<file path="config.mk">
export PLATFORM = sky130hd
export DESIGN_NAME = ps2_digit_entry_buffer
export DESIGN_NICKNAME = d
export VERILOG_FILES = /design/src/rtl/ps2_digit_entry_buffer.sv
export SDC_FILE = /design/constraint.sdc
export NUM_CORES = 1
export LEC_CHECK = 0
export CORE_MARGIN = 1.5
export CORE_UTILIZATION = 50
export CTS_CLUSTER_DIAMETER = 50
export DETAILED_ROUTE_END_ITERATION = 8
export HOLD_SLACK_MARGIN = 0.06
export PLACE_DENSITY = 0.81
export SYNTH_ARGS = -nofsm -noshare
export SYNTH_HDL_FRONTEND = slang
export SYNTH_SLANG_ARGS = --single-unit
</file>
<file path="constraint.sdc">
create_clock -name clk -period 9.6 [get_ports clk]
set_clock_uncertainty 0.2 [all_clocks]
set_input_delay 2.88 -clock clk [delete_from_list [all_inputs] [get_ports clk]]
set_output_delay 2.88 -clock clk [all_outputs]
set_load 0.02 [all_outputs]
</file>
<file path="src/rtl/ps2_digit_entry_buffer.sv">
// Hex number entry buffer driven by decoded PS/2 key events.
// Keeps a live edit buffer and a committed display buffer that changes only on enter.
module ps2_digit_entry_buffer #(
  parameter int unsigned DIGITS   = 8,
  parameter int unsigned OVF_MODE = 0,
  parameter int unsigned FRESH    = 1,
  localparam int unsigned CW      = $clog2(DIGITS + 1)
) (
  input  logic                  clk,
  input  logic                  reset,
  input  logic                  key_valid,
  input  logic [1:0]            key_type,
  input  logic [3:0]            key_code,
  output logic [4*DIGITS-1:0]   edit_numb,
  output logic [DIGITS-1:0]     edit_mask,
  output logic [4*DIGITS-1:0]   disp_numb,
  output logic [DIGITS-1:0]     disp_mask,
  output logic [CW-1:0]         count,
  output logic                  full,
  output logic                  commit_pulse,
  output logic                  ovf_pulse
);

  typedef enum logic [1:0] {S_EMPTY, S_EDIT, S_FULL, S_DONE} state_t;
  typedef enum logic [1:0] {K_DIGIT, K_ENTER, K_BACK, K_CLEAR} key_t;

  localparam logic [CW-1:0] FULL_CNT = CW'(DIGITS);

  state_t                state_q, state_d;
  logic [4*DIGITS-1:0]   numb_q, numb_d;
  logic [DIGITS-1:0]     mask_q, mask_d;
  logic [4*DIGITS-1:0]   dnumb_q, dnumb_d;
  logic [DIGITS-1:0]     dmask_q, dmask_d;
  logic [CW-1:0]         cnt_q, cnt_d;
  logic                  commit_q, commit_d;
  logic                  ovf_q, ovf_d;

  function automatic state_t state_for(input logic [CW-1:0] c);
    if (c == '0)            return S_EMPTY;
    else if (c == FULL_CNT) return S_FULL;
    else                    return S_EDIT;
  endfunction

  always_ff @(posedge clk or posedge reset) begin
    if (reset) begin
      state_q  <= S_EMPTY;
      numb_q   <= '0;
      mask_q   <= '1;
      dnumb_q  <= '0;
      dmask_q  <= '1;
      cnt_q    <= '0;
      commit_q <= 1'b0;
      ovf_q    <= 1'b0;
    end else begin
      state_q  <= state_d;
      numb_q   <= numb_d;
      mask_q   <= mask_d;
      dnumb_q  <= dnumb_d;
      dmask_q  <= dmask_d;
      cnt_q    <= cnt_d;
      commit_q <= commit_d;
      ovf_q    <= ovf_d;
    end
  end

  always_comb begin
    state_d  = state_q;
    numb_d   = numb_q;
    mask_d   = mask_q;
    dnumb_d  = dnumb_q;
    dmask_d  = dmask_q;
    cnt_d    = cnt_q;
    commit_d = 1'b0;
    ovf_d    = 1'b0;
    if (key_valid) begin
      unique case (key_t'(key_type))
        K_DIGIT: begin
          if (state_q == S_DONE && FRESH != 0) begin
            numb_d = {{(4*DIGITS-4){1'b0}}, key_code};
            mask_d = {{(DIGITS-1){1'b1}}, 1'b0};
            cnt_d  = CW'(1);
          end else if (cnt_q == FULL_CNT) begin
            // DONE without FRESH lands here too when the buffer is full
            ovf_d = 1'b1;
            if (OVF_MODE == 0) begin
              numb_d = {numb_q[4*DIGITS-5:0], key_code};
              mask_d = {mask_q[DIGITS-2:0], 1'b0};
            end
          end else begin
            numb_d = {numb_q[4*DIGITS-5:0], key_code};
            mask_d = {mask_q[DIGITS-2:0], 1'b0};
            cnt_d  = cnt_q + CW'(1);
          end
          state_d = state_for(cnt_d);
        end
        K_ENTER: begin
          dnumb_d  = numb_q;
          dmask_d  = mask_q;
          commit_d = 1'b1;
          state_d  = S_DONE;
        end
        K_BACK: begin
          if (cnt_q != '0) begin
            numb_d = {4'h0, numb_q[4*DIGITS-1:4]};
            mask_d = {1'b1, mask_q[DIGITS-1:1]};
            cnt_d  = cnt_q - CW'(1);
          end
          state_d = state_for(cnt_d);
        end
        K_CLEAR: begin
          numb_d  = '0;
          mask_d  = '1;
          cnt_d   = '0;
          state_d = S_EMPTY;
        end
        default: ;
      endcase
    end
  end

  assign edit_numb    = numb_q;
  assign edit_mask    = mask_q;
  assign disp_numb    = dnumb_q;
  assign disp_mask    = dmask_q;
  assign count        = cnt_q;
  assign full         = (cnt_q == FULL_CNT);
  assign commit_pulse = commit_q;
  assign ovf_pulse    = ovf_q;

endmodule
</file>
==> flow_metrics.tcl <==
set metrics [dict create \
    grt_first_pass_wirelength_mm 15.7 \
    power_density_of_the_placed_cells_nw_per_um2 224 \
    cts_max_level 3 \
    area.growth.synth_to_final_pct 30.5 \
    cts-root-to-sink-buffers 2 \
    grt_remaining_overflow 0 \
    synth.ff_latch_count 88 \
    clk_root_buffer_cell "sky130_fd_sc_hd__clkbuf_8" \
    total_leakage_power_nw 2.21 \
    layout_cell_share_with_drive_strength_beyond_1_pct 8.00 \
    synth_area_leader_cell "sky130_fd_sc_hd__dfrtp_1" \
    hpwl_mm 6.04 \
    cts_buffers 9 \
    critical_path.top_delay_family "buffers and inverters" \
    report.power.total_mw 1.12 \
    row_count 31 \
    largest_net_degree_at_the_start_of_global_routing 89 \
    place_congestion 0.830 \
    initial_core_util_pct 52.1 \
    route.vias.total 3214 \
    num-nets-final 506 \
    worst_ep_arrival_ns 5.47 \
    max_slew_margin_pct 12.4 \
    cp_cell_sequence "clkdlybuf4s50_1, nand2b_1, o311ai_4, buf_4, o21ai_0" \
    synth_common_cells "168 x sky130_fd_sc_hd__nand2_1, 72 x sky130_fd_sc_hd__dfrtp_1, 45 x sky130_fd_sc_hd__o21ai_0" \
    cts_setup_buffers 0 \
    cts_sinks 88 \
    boundaryPins 96 \
    rr_startpoint "count[0]" \
    final.min_clock_period_ns 5.46 \
    cp-startpoint "key_type[1]" \
    routed_wirelength_mm 9.08 \
    drt_first_iter_violations 198 \
    drtPass1Iterations 4 \
    gr-usage-all-layers_pct 23.6 \
    cap_violations 0 \
    tns_ns 0 \
    ys_types 35 \
    critPathMaxFanout 65 \
    critical_path_required_ns 9.60 \
    cts.hold.buffers_added 0 \
    worst_ir_drop_vdd_uv 142 \
    clock_latency_ns 0.35 \
    synth_area_per_cell_sq_um 9.16 \
    core_sq_um 7330 \
    multi_input_comb_area_sq_um 1460 \
    fmax_mhz 183 \
    antenna_diodes 0 \
    run_status "completed" \
    final_instance_area_sq_um 4990 \
    total_count_of_max_transition_violations_in_the_final_report 0 \
    detail-route-antenna-nets 0 \
    timing.final.crit_share_pct 56.9 \
    detailed_place.area_sq_um 4790 \
    critical_path.n_buffers_inverters 2 \
    grt_setup_unrepaired "false" \
    vias_per_cell 5.37 \
    grt_pass1_vias 3181 \
    yosysWarningCount 0 \
    start_kind "input pin" \
    fp.dieArea_sq_um 8180 \
    floorplan.die.height_um 90.4 \
    sequential_element_share_of_the_synthesized_area_pct 58.2 \
    hold_violations 0 \
    synth_top_flop_cell "sky130_fd_sc_hd__dfrtp_1" \
    n_fill_cell 578 \
    tightest_slew_ns 1.31 \
    synthesis.area_sq_um 3820 \
    edff_count_synth 0 \
    detail_routed_net_length_per_standard_cell_um 15.2 \
    die_w_um 90.4 \
    drt_drc_violations_left 0 \
    setup_cp_type "in2reg" \
    cts-resized-gates 0 \
    worst_path_largest_cell_delay_ns 0.80 \
    yosys.cell_count.top_type "sky130_fd_sc_hd__nand2_1" \
    numPortBuffers 95 \
    synth.top_cell.area_share_pct 47.2 \
    synth_nets 428 \
    worst_setup_hold_path_clk_slew_ns 0.09 \
    min_from "disp_mask[5]" \
    final-setup-viol-count 0 \
    critPathCaptureType "flop" \
    synth-async-reset-ratio_pct 100 \
    yosys-top-cells-area "sky130_fd_sc_hd__dfrtp_1 47%, sky130_fd_sc_hd__nand2_1 17%, sky130_fd_sc_hd__dfstp_2 11%, sky130_fd_sc_hd__o21ai_0 5.9%, sky130_fd_sc_hd__a22oi_1 4.9%" \
    cts_tree "done" \
    critical_path.slowest_cell "sky130_fd_sc_hd__clkdlybuf4s50_1" \
    holdCritPathClass "reg2reg" \
    seq_area_sq_um 2220 \
    antenna_found_initial 0 \
    syn-instance-count 417 \
]
[routing by layer]
| metal | wire length, um | up-vias | track usage, % | part of all wire (%) |
|---|---|---|---|---|
| met4 | 96 | 0 | 7.01 | 1.1 |
| li1 | - | 1544 | - | - |
| met3 | 330 | 11 | 2.78 | 3.6 |
| met5 | 0 | - | 0 | 0 |
| met1 | 4130 | 1566 | 32.4 | 45 |
| met2 | 4530 | 93 | 39.7 | 50 |
[final timing paths]
kind | endpoint | slack [ns] | cells past startpoint
max | edit_numb[13] | 4.14 | 5
min | disp_mask[5] | 0.26 | 2
max reg2reg | edit_numb[13] | 6.91 | 6
min reg2reg | disp_mask[5] | 0.26 | 2
max in group asynchronous | edit_numb[29] | 5.50 | 3
min in group asynchronous | commit_pulse | 2.99 | 3
[worst reg2reg max path: stages (launching register included)]
cell and delay [ns]:
sky130_fd_sc_hd__dfrtp_1 0.51, sky130_fd_sc_hd__inv_1 0.15, sky130_fd_sc_hd__ha_1 0.28, sky130_fd_sc_hd__nand2b_1 0.13
sky130_fd_sc_hd__o311ai_4 0.54, sky130_fd_sc_hd__buf_4 0.56, sky130_fd_sc_hd__o21ai_0 0.19
[cell type report]
class / count / area share (%)
clock inverters: 7 / 1.41
inverters: 4 / 0.326
repair buffers: 98 / 19.5
clock buffers: 9 / 2.48
well taps: 99 / 2.48
multi-input cells: 294 / 29.2
flip-flops and latches: 88 / 44.6
[cells in the final DEF (no fill, tap or decap), types with 2 or more instances in the layout]
master / count
sky130_fd_sc_hd__a21oi_1: 6
sky130_fd_sc_hd__nand2b_1: 3
sky130_fd_sc_hd__a22oi_1: 25
sky130_fd_sc_hd__xnor2_1: 2
sky130_fd_sc_hd__clkinv_2: 3
sky130_fd_sc_hd__dfstp_2: 16
sky130_fd_sc_hd__nand3b_1: 2
sky130_fd_sc_hd__and3b_1: 2
sky130_fd_sc_hd__inv_1: 3
sky130_fd_sc_hd__nor2b_1: 6
sky130_fd_sc_hd__nand2_1: 168
sky130_fd_sc_hd__inv_6: 2
sky130_fd_sc_hd__a32o_1: 2
sky130_fd_sc_hd__nor2_1: 3
sky130_fd_sc_hd__a21o_1: 2
sky130_fd_sc_hd__o22ai_1: 7
sky130_fd_sc_hd__o21ai_0: 45
sky130_fd_sc_hd__nor3_1: 4
sky130_fd_sc_hd__clkdlybuf4s50_1: 95
sky130_fd_sc_hd__buf_4: 3
sky130_fd_sc_hd__ha_1: 2
sky130_fd_sc_hd__clkbuf_8: 9
sky130_fd_sc_hd__dfrtp_1: 72
[cell families after synthesis]
| logic type | after synthesis | share of synthesized area, % |
|---|---|---|
| multiplexers | 2 | 0.557 |
| AND/OR/NAND/NOR | 193 | 20.5 |
| flip-flops | 88 | 58.2 |
| adder cells (fa/ha/maj) | 2 | 0.655 |
| XOR/XNOR | 3 | 0.688 |
| AO/OA/AOI/OAI | 94 | 15.5 |
| buffers and inverters | 35 | 3.90 |
[state kept, by name (all words and copies together), names as in the netlist]
| signal | count |
|---|---|
| disp_mask | 8 |
| state_q | 2 |
| count | 4 |
| ovf_pulse | 1 |
| commit_pulse | 1 |
| edit_numb | 32 |
| edit_mask | 8 |
| disp_numb | 32 |
[metrics by stage]
| stage | instances | hold slack, ns | utilization [%] | worst slack (ns) |
|---|---|---|---|---|
| after floorplan | 417 | 0.292 | - | 4.27 |
| after global placement | 583 | 0.245 | 65.4 | 3.93 |
| after detailed placement | 583 | 0.249 | 65.4 | 3.79 |
| after CTS | 599 | 0.264 | 68.0 | 4.17 |
| after global routing | 599 | 0.279 | 68.0 | 3.86 |
| final | 599 | 0.263 | 68.0 | 4.14 |
[power breakdown]
part	switching, mW	internal (mW)
Sequential	0.0699	0.442
Clock	0.135	0.121
Combinational	0.191	0.156
Note: power is estimated with default switching activity, not from simulation.
==> patch: new RTL, same flow settings <==
Encoding of `state_t`: now one-hot (4 bits for 4 states).
--- a/src/rtl/ps2_digit_entry_buffer.sv
+++ b/src/rtl/ps2_digit_entry_buffer.sv
@@ -21,7 +21,7 @@
   output logic                  ovf_pulse
 );
 
-  typedef enum logic [1:0] {S_EMPTY, S_EDIT, S_FULL, S_DONE} state_t;
+  typedef enum logic [3:0] {S_EMPTY = 4'b0001, S_EDIT = 4'b0010, S_FULL = 4'b0100, S_DONE = 4'b1000} state_t;
   typedef enum logic [1:0] {K_DIGIT, K_ENTER, K_BACK, K_CLEAR} key_t;
 
   localparam logic [CW-1:0] FULL_CNT = CW'(DIGITS);
Behaviour: no difference found for any inputs over 4 cycles, from zero or initial values and one cycle with reset high; so few cycles prove little.
==> patch against the original RTL <==
  * Worst setup slack better by 0.078 ns
  * Design area up 2.3%
  * Sequential share of layout area about the same
  * Area after synthesis up 3.0%
  * Sequential cell count up 2
  * Routed wire length down 0.45%
  * Via count down 5.7%
  * Total power up 10%
==> patch: results (changes against the original RTL) <==
| Metric | Value |
|---|---|
| Final period util | `56.1% (-0.81 points)` |
| Global-route met2 utilization | `35.9% (-3.8 points)` |
| First-pass GRT wire length | `15000 µm (-4.3%)` |
| DRT Pass-1 Iters | `6 (+2)` |
| Met1 usage | `29.7% (-2.7 points)` |
| Vias per cell | `5.66 (+5.6%)` |
| Number of global-route vias before repair | `3056 (-3.9%)` |
| Worst hold path endpoint | `state_q[3]` |
| Layout cells sized above 1 | `19.2% (+11 points)` |
| Mean Syn Cell Area | `11.4 µm² (+25%)` |
| Tightest Hold Check Type | `reg2reg` |
| Most area-consuming cells after synthesis | `dfrtp_1 46%, mux2_2 11%, dfstp_2 11%` |
| Least-Margin Pin Slew | `1.26 ns (-0.0519 ns)` |
| Largest net degree at the start of global routing | `66 (-26%)` |
| Fin cells | `535 (-11%)` |
| Sequential element share of the synthesized area | `57.8% (-0.40 points)` |
| Status | `complete, no violations` |
| Placed Cells | `519 (-11%)` |
| Max stage delay on crit path | `0.60 ns (-0.20 ns)` |
| WP data arrival | `2.31 ns (-3.16 ns)` |
| Hold wc startpoint | `state_q[3]` |
| Final wirelength | `9040 µm (-0.45%)` |
| Critical Path Sink | `full` |
| Worst setup startpoint | `count[0]` |
| HPWL after DPL | `6070 µm (+0.47%)` |
| R2r endpoint | `edit_numb[4]` |
| Leakage | `2.16 nW (-2.6%)` |
| Hold Crit Depth | `1 (-1)` |
| Fill cells | `605 (+4.7%)` |
| Yosys cell types | `37 (+5.7%)` |
| Gr usage total | `22.6% (-1.0 points)` |
| DRT iter0 DRCs | `217 (+9.6%)` |
| Worst R2R Setup Slack | `6.72 ns (-0.19 ns)` |
| VDD IR-drop max | `149 µV (+5.1%)` |
| M3 GR Usage | `5.14% (+2.4 points)` |
| Nets | `439 (-13%)` |
| Area Growth Syn to Fin | `29.6%` |
| Dpl cell area | `0.00491 mm² (+2.5%)` |
| Post-cts resize count | `0 (unchanged)` |
| Syn_nets | `356 (-17%)` |
| Commonest cells in the netlist | `73 x dfrtp_1, 50 x nand2_1, 47 x o21ai_0, 40 x mux2_2, 29 x a22oi_1` |
patch: stage by stage:
step	power, mW	hold WS [ns]
after detailed placement	0.975	0.273
after floorplan	0.792	0.256
final	1.23	0.302
after global routing	1.29	0.326
after CTS	1.23	0.300
after global placement	0.961	0.275
patch: kinds of logic after synthesis:
| group | synth area share [%] |
|---|---|
| AOI/OAI and AO/OA | 16.0 |
| DFF | 57.8 |
| and+or+nand+nor | 8.87 |
| muxes | 11.7 |
| buffers and inverters | 3.91 |
| xor gates and xnor gates | 1.11 |
| adders and majority gates | 0.636 |
patch: area by class of cell:
cell class	count	area share [%]
sequential	90	44.6
multi-input combinational	224	29.8
timing repair buffer	97	18.9
clock buffer	10	2.50
tap	102	2.50
clock inverter	6	1.25
inverter	6	0.466
patch: per-layer routing:
layer  wire length [µm]  up-vias
li1                   -     1396
met1               3830     1503
met2               4450      111
met3                526       20
met4                231        0
met5                  0        -
patch: power by group:
group,internal (mW),switching [mW]
Combinational,0.199,0.225
Clock,0.121,0.133
Sequential,0.468,0.0802
